### src/rtl/in_debounce_pkg.sv
// Shared types and default constants for the in_debounce input conditioner.
package in_debounce_pkg;

    localparam int DEF_SYNC_STAGES   = 2;
    localparam int DEF_STABLE_CYCLES = 4;
    localparam int DEF_GLITCH_W      = 8;

    typedef enum logic [1:0] {
        IDLE_LOW,
        CONFIRM_HIGH,
        IDLE_HIGH,
        CONFIRM_LOW
    } deb_state_e;

    function automatic logic isConfirm(input deb_state_e s);
        return (s == CONFIRM_HIGH) || (s == CONFIRM_LOW);
    endfunction

endpackage

### src/rtl/sync_2ff.sv
// Multi-flop synchronizer for one asynchronous bit; depth set by STAGES (>= 2).
module sync_2ff #(
    parameter int STAGES = 2
) (
    input  logic clk,
    input  logic reset,
    input  logic d_i,
    output logic q_o
);

    logic [STAGES-1:0] chain_q;

    always_ff @(posedge clk) begin
        if (reset) begin
            chain_q <= '0;
        end else begin
            chain_q <= {chain_q[STAGES-2:0], d_i};
        end
    end

    assign q_o = chain_q[STAGES-1];

endmodule

### src/rtl/in_debounce.sv
// Synchronizer plus confirm FSM that only passes levels stable for STABLE_CYCLES samples.
// Optional edge pulse outputs are enabled by defining IN_DEBOUNCE_EDGE_EN.
module in_debounce
    import in_debounce_pkg::*;
#(
    parameter int SYNC_STAGES   = DEF_SYNC_STAGES,
    parameter int STABLE_CYCLES = DEF_STABLE_CYCLES,
    parameter int GLITCH_W      = DEF_GLITCH_W
) (
    input  logic                clk,
    input  logic                reset,
    input  logic                raw_in,
    output logic                out,
    output logic                busy,
    output logic [GLITCH_W-1:0] glitch_cnt
`ifdef IN_DEBOUNCE_EDGE_EN
    ,
    output logic                rise_pulse,
    output logic                fall_pulse
`endif
);

    localparam int CNT_W = $clog2(STABLE_CYCLES + 1);
    localparam logic [CNT_W-1:0] CNT_ONE  = CNT_W'(1);
    localparam logic [CNT_W-1:0] CNT_LAST = CNT_W'(STABLE_CYCLES - 1);

    if (SYNC_STAGES < 2) begin : gBadSync
        $error("in_debounce: SYNC_STAGES must be at least 2");
    end
    if (STABLE_CYCLES < 1) begin : gBadStable
        $error("in_debounce: STABLE_CYCLES must be at least 1");
    end

    logic                sync_q;
    deb_state_e          state_q, state_d;
    logic [CNT_W-1:0]    cnt_q, cnt_d;
    logic                out_q, out_d;
    logic [GLITCH_W-1:0] glitch_q, glitch_d;

    sync_2ff #(
        .STAGES(SYNC_STAGES)
    ) u_sync (
        .clk  (clk),
        .reset(reset),
        .d_i  (raw_in),
        .q_o  (sync_q)
    );

    // cnt holds how many matching samples the pending level has collected so far.
    always_comb begin
        state_d  = state_q;
        cnt_d    = cnt_q;
        out_d    = out_q;
        glitch_d = glitch_q;
        case (state_q)
            IDLE_LOW: begin
                if (sync_q) begin
                    if (STABLE_CYCLES == 1) begin
                        state_d = IDLE_HIGH;
                        out_d   = 1'b1;
                    end else begin
                        state_d = CONFIRM_HIGH;
                        cnt_d   = CNT_ONE;
                    end
                end
            end
            CONFIRM_HIGH: begin
                if (!sync_q) begin
                    state_d = IDLE_LOW;
                    cnt_d   = '0;
                    if (glitch_q != '1) glitch_d = glitch_q + GLITCH_W'(1);
                end else if (cnt_q == CNT_LAST) begin
                    state_d = IDLE_HIGH;
                    cnt_d   = '0;
                    out_d   = 1'b1;
                end else begin
                    cnt_d = cnt_q + CNT_ONE;
                end
            end
            IDLE_HIGH: begin
                if (!sync_q) begin
                    if (STABLE_CYCLES == 1) begin
                        state_d = IDLE_LOW;
                        out_d   = 1'b0;
                    end else begin
                        state_d = CONFIRM_LOW;
                        cnt_d   = CNT_ONE;
                    end
                end
            end
            CONFIRM_LOW: begin
                if (sync_q) begin
                    state_d = IDLE_HIGH;
                    cnt_d   = '0;
                    if (glitch_q != '1) glitch_d = glitch_q + GLITCH_W'(1);
                end else if (cnt_q == CNT_LAST) begin
                    state_d = IDLE_LOW;
                    cnt_d   = '0;
                    out_d   = 1'b0;
                end else begin
                    cnt_d = cnt_q + CNT_ONE;
                end
            end
            default: begin
                state_d = IDLE_LOW;
                cnt_d   = '0;
                out_d   = 1'b0;
            end
        endcase
    end

    always_ff @(posedge clk) begin
        if (reset) begin
            state_q  <= IDLE_LOW;
            cnt_q    <= '0;
            out_q    <= 1'b0;
            glitch_q <= '0;
        end else begin
            state_q  <= state_d;
            cnt_q    <= cnt_d;
            out_q    <= out_d;
            glitch_q <= glitch_d;
        end
    end

`ifdef IN_DEBOUNCE_EDGE_EN
    logic rise_q, fall_q;

    always_ff @(posedge clk) begin
        if (reset) begin
            rise_q <= 1'b0;
            fall_q <= 1'b0;
        end else begin
            rise_q <= out_d & ~out_q;
            fall_q <= ~out_d & out_q;
        end
    end

    assign rise_pulse = rise_q;
    assign fall_pulse = fall_q;
`endif

    assign out        = out_q;
    assign busy       = isConfirm(state_q);
    assign glitch_cnt = glitch_q;

endmodule

### config.mk
export PLATFORM = sky130hd
export DESIGN_NAME = in_debounce
export DESIGN_NICKNAME = d
export VERILOG_FILES = /design/src/rtl/in_debounce_pkg.sv /design/src/rtl/sync_2ff.sv /design/src/rtl/in_debounce.sv
export SDC_FILE = /design/constraint.sdc
export NUM_CORES = 1
export LEC_CHECK = 0
export CORE_UTILIZATION = 40
export DETAILED_ROUTE_END_ITERATION = 8
export PLACE_DENSITY_LB_ADDON = 0.3
export SKIP_CTS_REPAIR_TIMING = 1
export SLEW_MARGIN = 25
export SYNTH_ARGS = -nofsm -noshare
export SYNTH_HDL_FRONTEND = slang
export SYNTH_SLANG_ARGS = --single-unit
### constraint.sdc
create_clock -name clk -period 1.7 [get_ports clk]
set_input_delay 0.255 -clock clk [delete_from_list [all_inputs] [get_ports clk]]
set_output_delay 0.255 -clock clk [all_outputs]
set_load 0.05 [all_outputs]
==> run metrics, run 1 <==
CP cell instances=xnor2_2, o211ai_4, or4_1, a21oi_1; Post-synth EDFFs=0; sw frac=23.6%; CP Capture Type=flip-flop; Initial Util=44.4%; largest net degree at the start of global routing=17; initial antenna violation count=0; P_leak=0.000354 µW; max cap viols=0; drt wl/cell=12.2 µm; Mapped Area=701 µm²; Final nets=96; via count=588; row count=14; number of iterations in the first detailed-routing pass=6; area of the multi-input gates=363 µm²; HPWL after detailed placement=864 µm; Synth Net Count=80; top cells by area, synth=dfxtp_1 (46%), a21oi_1 (5.0%), nor2_1 (3.8%); Worst Path Arrival=1.83 ns; Psw=149 µW; fin crit period=1.62 ns; Placer Congestion=0.744; TritonCTS Buffers=3; Synth async-reset ratio=0%; Final setup viols=0; CTS Sinks=16; total length of routed wires=1280 µm; commonest cells in the synthesized netlist=dfxtp_1 (16), a21oi_1 (7), nor2_1 (7); CTS tree=done; clk_lat worst skew=0.28 ns; worst hold path endpoint=u_sync.chain_q[1]; die width=43.9 µm; ANT cells=0; Ports=13; Placed Cells=102; hold path depth=1; initial DRC count=6; Root Buffer=clkbuf_4; gr ovfl total=0; fin. max-slew vios=0; H-tree lvl count=1; first-pass GRT wire length=2120 µm; worst hold path startpoint=u_sync.chain_q[0]; area growth from synthesis to layout=20.7%; internal power=483 µW; FF-to-FF path depth=4; PwrDens=748 nW/µm²; post-synth top area cell=dfxtp_1; status=complete, no violations; R2R setup slack=0.08 ns; vias in the first global route=528; Synth Flop Type=dfxtp_1; largest delay contributor family on the critical path=simple AND/OR/NAND/NOR gates; GRT Overall Usage=14.8%; period utilization=95.6%; Flop pwr share=61.4%; crit path max fanout=12; clock-pin slew on the worst setup and hold paths=0.09 ns; Layout Skew=0.00291 ns; register area=323 µm²; final count of hold timing violations=0; Syn. warnings=0; PortBufs=12; crit path launch type=flip-flop; Max Fclk=616 MHz; register area share after synthesis=45.7%; Post-Synthesis Cells=75; Via density=5.60; Routed Antenna Nets=0; Slew @ Worst Pin=0.552 ns; r2r endpoint=glitch_cnt[7]; Seq cells post-synth=16; Worst VDD drop=0.000406 V; normalized max-slew margin=63.1%; Core ar.=1580 µm²; synth unique cells=27; Crit Path Class=flip-flop to flip-flop; Final Util=53.7%; DR DRC count=0; Mean Syn Cell Area=9.34 µm²; count leader, synth=dfxtp_1; full die area=1920 µm²; hold crit path type=flip-flop to flip-flop; TNS Setup=0 ns; Slowest-stage cell, CP=or4_1; Fillers=160; Clock power frac=30.7%; Die Span Y=43.9 µm; Gate power share=7.9%; filler-free cell count of the finished design=105; Max stage delay on crit path=0.51 ns; Buffers & Inverters on Critical Path=0; Synth top area share=45.7%; share of cells above drive strength 1=21.3%; deepest clock path buffer count=2; Worst Path Required=1.90 ns
power by group through the flow:
stage / sequential [µW] / combinational, µW / clock [µW]
finish: 388 / 50.2 / 194
CTS: 388 / 50.0 / 198
global route: 390 / 54.7 / 212
detailed placement: 397 / 50.0 / 0
global placement: 397 / 49.6 / 0
floorplan: 408 / 23.0 / 0
sequential cells by signal (all words and copies together), names as in the netlist, named ones only:
signal,count
glitch_cnt,8
cnt_q,3
u_sync.chain_q,2
out,1
state_q,1
worst max path at each step:
stage	start	end	slack [ns]	depth (start not counted)
6_report	flip-flop	glitch_cnt[7]	0.08	4
5_1_grt	glitch_cnt[0]	glitch_cnt[7]	-0.004	5
4_1_cts	glitch_cnt[0]	glitch_cnt[5]	0.06	5
3_5_place_dp	glitch_cnt[0]	glitch_cnt[5]	0.08	5
3_3_place_gp	glitch_cnt[0]	glitch_cnt[5]	0.11	5
2_1_floorplan	glitch_cnt[3]	glitch_cnt[1]	0.06	5
cell families (layout without fill, tap and decap cells):
| kind of cell | count (synthesis) | after routing | synth area share [%] |
|---|---|---|---|
| buffers and inverters | 5 | 19 | 3.75 |
| AOI/OAI and AO/OA | 17 | 17 | 14.8 |
| xor gates and xnor gates | 3 | 3 | 4.82 |
| muxes | 2 | 2 | 2.86 |
| DFF | 16 | 16 | 45.7 |
| and+or+nand+nor | 30 | 30 | 24.5 |
| adders and majority gates | 2 | 2 | 3.57 |
worst register-to-register path: stages, from the launching register on:
cell and delay, ns:
dfxtp_1 0.38, xnor2_2 0.31, o211ai_4 0.20, or4_1 0.51
a21oi_1 0.16
layer usage:
metal  vias to the layer above  track usage [%]  part of all wire (%)  routed length [µm]
li1                        298                -                     -                   -
met1                       276             18.8                    52                 663
met2                        12             23.9                    44                 561
met3                         2             2.92                   3.4                  43
met4                         0             7.27                  0.78                  10
met5                         -                0                     0                   0
cell type report:
type | count | share of cell area [%]
Multi-Input combinational cell | 54 | 42.9
Sequential cell | 16 | 38.2
Timing Repair Buffer | 14 | 13.0
Clock buffer | 3 | 2.66
Tap cell | 16 | 2.37
Inverter | 2 | 0.888
metrics by stage:
stage	total power [µW]	instance area [µm²]	hold slack, ns	worst slack (ns)
final	633	846	0.448	0.0754
after global routing	657	846	0.471	-0.00373
after floorplan	431	703	0.324	0.0604
after global placement	446	815	0.421	0.111
after CTS	636	837	0.450	0.0596
after detailed placement	447	815	0.429	0.0837
cells in the final DEF (no fill, tap or decap), drive strengths merged, types with 3 or more instances in the layout:
cell type	count
clkbuf	3
nand3	3
nor2b	3
dfxtp	16
or3	3
nor2	7
a21oi	7
buf	12
o21ai	5
No activity file was read; power rests on OpenSTA's default activity.
==> inputs of run 2 (changes only) <==
--- a/config.mk
+++ b/config.mk
@@ -7,6 +7,7 @@
 export LEC_CHECK = 0
 export CORE_UTILIZATION = 40
 export DETAILED_ROUTE_END_ITERATION = 8
+export GPL_TIMING_DRIVEN = 0
 export PLACE_DENSITY_LB_ADDON = 0.3
 export SKIP_CTS_REPAIR_TIMING = 1
 export SLEW_MARGIN = 25
==> run 2 against run 1 <==
  * Combinational power increased by 3%
  * Die area unchanged
  * Cell count increased by 1.9%
  * Total power increased by 9.6%
  * Critical path depth increased by 2
  * Clock power increased by 30%
  * Via count increased by 0.85%
  * Sequential share of layout area decreased by 2.5 points
  * Fmax increased by 6.7%
  * Register-to-register slack improved by 0.10 ns
  * Worst setup slack improved by 0.10 ns
  * Largest power group unchanged
==> run metrics, run 2 (same netlist as run 1, synthesis figures left out) <==
status=complete, no violations; CP Capture Type=flip-flop; Psw=160 µW (+7.1%); TritonCTS Buffers=3 (unchanged); clock-pin slew on the worst setup and hold paths=0.10 ns (about the same); initial DRC count=15 (+9); clk_lat worst skew=0.29 ns (about the same); met2 Track Usage GR=23.6% (-0.30 points); PwrDens=766 nW/µm² (+2.5%); Max stage delay on crit path=0.36 ns (-0.15 ns); deepest clock path buffer count=2 (unchanged); gr ovfl total=0 (unchanged); Final setup viols=0 (unchanged); Slowest-stage cell, CP=or3_1; WHS=0.455 ns (+0.00719 ns); Worst VDD drop=0.000542 V (+33%); max reg flops=8 (unchanged); fin crit period=1.52 ns (-0.102 ns); max cap viols=0 (unchanged); Layout Skew=0.00342 ns (+0.000511 ns); worst hold path endpoint=u_sync.chain_q[1]; Final nets=97 (+1.0%); Max Fclk=657 MHz (+6.7%); CP cell instances=ha_1, nand3_1, o211ai_2, buf_6, or3_1, a21oi_1; die width=43.9 µm (unchanged); sw frac=23.0% (-0.53 points); Crit Path Class=flip-flop to flip-flop; hold crit path type=flip-flop to flip-flop; first-pass GRT wire length=1990 µm (-6.2%); Buffers & Inverters on Critical Path=1 (+1); internal power=534 µW (+10%); Root Buffer=clkbuf_4; DR DRC count=0 (unchanged); setup slack at placement=0.111 ns (+0.0275 ns); worst hold path startpoint=u_sync.chain_q[0]; Via density=5.54 (-1.0%); number of iterations in the first detailed-routing pass=6 (unchanged); Gate power share=7.5% (-0.4 points); row count=14 (unchanged); P_leak=0.000492 µW (+39%); Worst Path Arrival=1.75 ns (-0.08 ns); CTS tree=done; GRT Overall Usage=13.9% (-0.92 points); fin. max-slew vios=0 (unchanged); PortBufs=12 (unchanged); vias in the first global route=489 (-7.4%); normalized max-slew margin=66.6% (+3.5 points); crit path launch type=flip-flop; FF-to-FF path depth=6 (+2); largest net degree at the start of global routing=11 (-6); Clock power frac=36.5% (+5.8 points); total length of routed wires=1300 µm (+1.7%); area growth from synthesis to layout=29.1%; GR Util met1=17.3% (-1.5 points); leading cell types in the layout, fill and taps excluded=dfxtp_1 (14), dlymetal6s2s_1 (10), a21oi_1 (7), nor2_1 (7), o21ai_0 (5); hold path depth=1 (unchanged); most crowded layer after global routing=met2; CTS Sinks=16 (unchanged); Initial Util=44.4% (unchanged); R2R Path Start=glitch_cnt[0]; Worst Path Required=1.92 ns (+0.02 ns); placement-stage cell area=843 µm² (+3.5%); RSZ-0062 raised after global routing=no; Routed Antenna Nets=0 (unchanged); largest delay contributor family on the critical path=simple AND/OR/NAND/NOR gates; via count=593 (+0.85%); Total Power=693 µW (+9.6%); most common cell after layout, fill and taps aside=dfxtp_1; HPWL after detailed placement=882 µm (+2.1%); initial antenna violation count=0 (unchanged); Flop pwr share=56.0% (-5.4 points); TNS Setup=0 ns (unchanged); H-tree lvl count=1 (unchanged); crit path max fanout=10 (-2); final count of hold timing violations=0 (unchanged); Slew @ Worst Pin=0.500 ns (-0.0512 ns); final instance area=905 µm² (+7.0%); period utilization=89.6% (-6.0 points); Die Span Y=43.9 µm (unchanged); ANT cells=0 (unchanged); Core ar.=1580 µm² (unchanged); Setup WS post-layout=0.177 ns (+0.102 ns); r2r endpoint=glitch_cnt[4]; full die area=1920 µm² (unchanged); share of cells above drive strength 1=9.89% (-11 points); Placer Congestion=0.743 (-0.23%); met3 GRT Util=2.50% (-0.42 points); R2R setup slack=0.18 ns (+0.10 ns); Ports=13 (unchanged); drt wl/cell=12.1 µm (-0.18%)
==> run 2: layout make-up <==
type / instances / area (µm²)
buffer: 3 / 18.8
clock buffer: 4 / 36.3
fill: 140 / 672
inverter: 2 / 7.51
multi-input combinational: 54 / 354
sequential: 16 / 323
tap: 16 / 20.0
timing repair buffer: 12 / 145
==> run 2: worst reg2reg max path, delay by kind of cell, from the launching register on <==
kind	cells	cell delay, ns
buffers and inverters	1	0.17
and+or+nand+nor	2	0.47
DFF	1	0.35
adders and majority gates	1	0.24
AOI/OAI and AO/OA	2	0.24
==> run 2: worst max-delay path by stage <==
stage,slack [ns],end,from,cells after the start
finish,0.18,glitch_cnt[4],glitch_cnt[0],6
global route,0.08,glitch_cnt[4],flip-flop,5
CTS,-0.21,busy,state_q[0],2
detailed placement,0.11,busy,state_q[0],2
global placement,0.11,busy,state_q[0],2
floorplan,0.06,glitch_cnt[1],glitch_cnt[3],5
==> run 2: per-stage QoR <==
stage               std cells  utilization (%)
floorplan                  75                -
global placement          103             53.5
detailed placement        103             53.5
CTS                       107             55.8
global route              107             57.4
finish                    107             57.4
==> run 2: metal layers <==
| layer | vias up | part of all wire [%] |
|---|---|---|
| met4 | 0 | 0 |
| met5 | - | 0 |
| li1 | 307 | - |
| met1 | 276 | 50 |
| met3 | 0 | 3.8 |
| met2 | 10 | 46 |
==> run 2: power groups by stage <==
| stage | Combinational (µW) | Clock (µW) | Sequential, µW |
|---|---|---|---|
| 2_1_floorplan | 23.0 | 0 | 408 |
| 3_3_place_gp | 51.3 | 0 | 397 |
| 3_5_place_dp | 52.5 | 0 | 397 |
| 4_1_cts | 52.8 | 257 | 389 |
| 5_1_grt | 56.5 | 270 | 390 |
| 6_report | 51.7 | 253 | 388 |
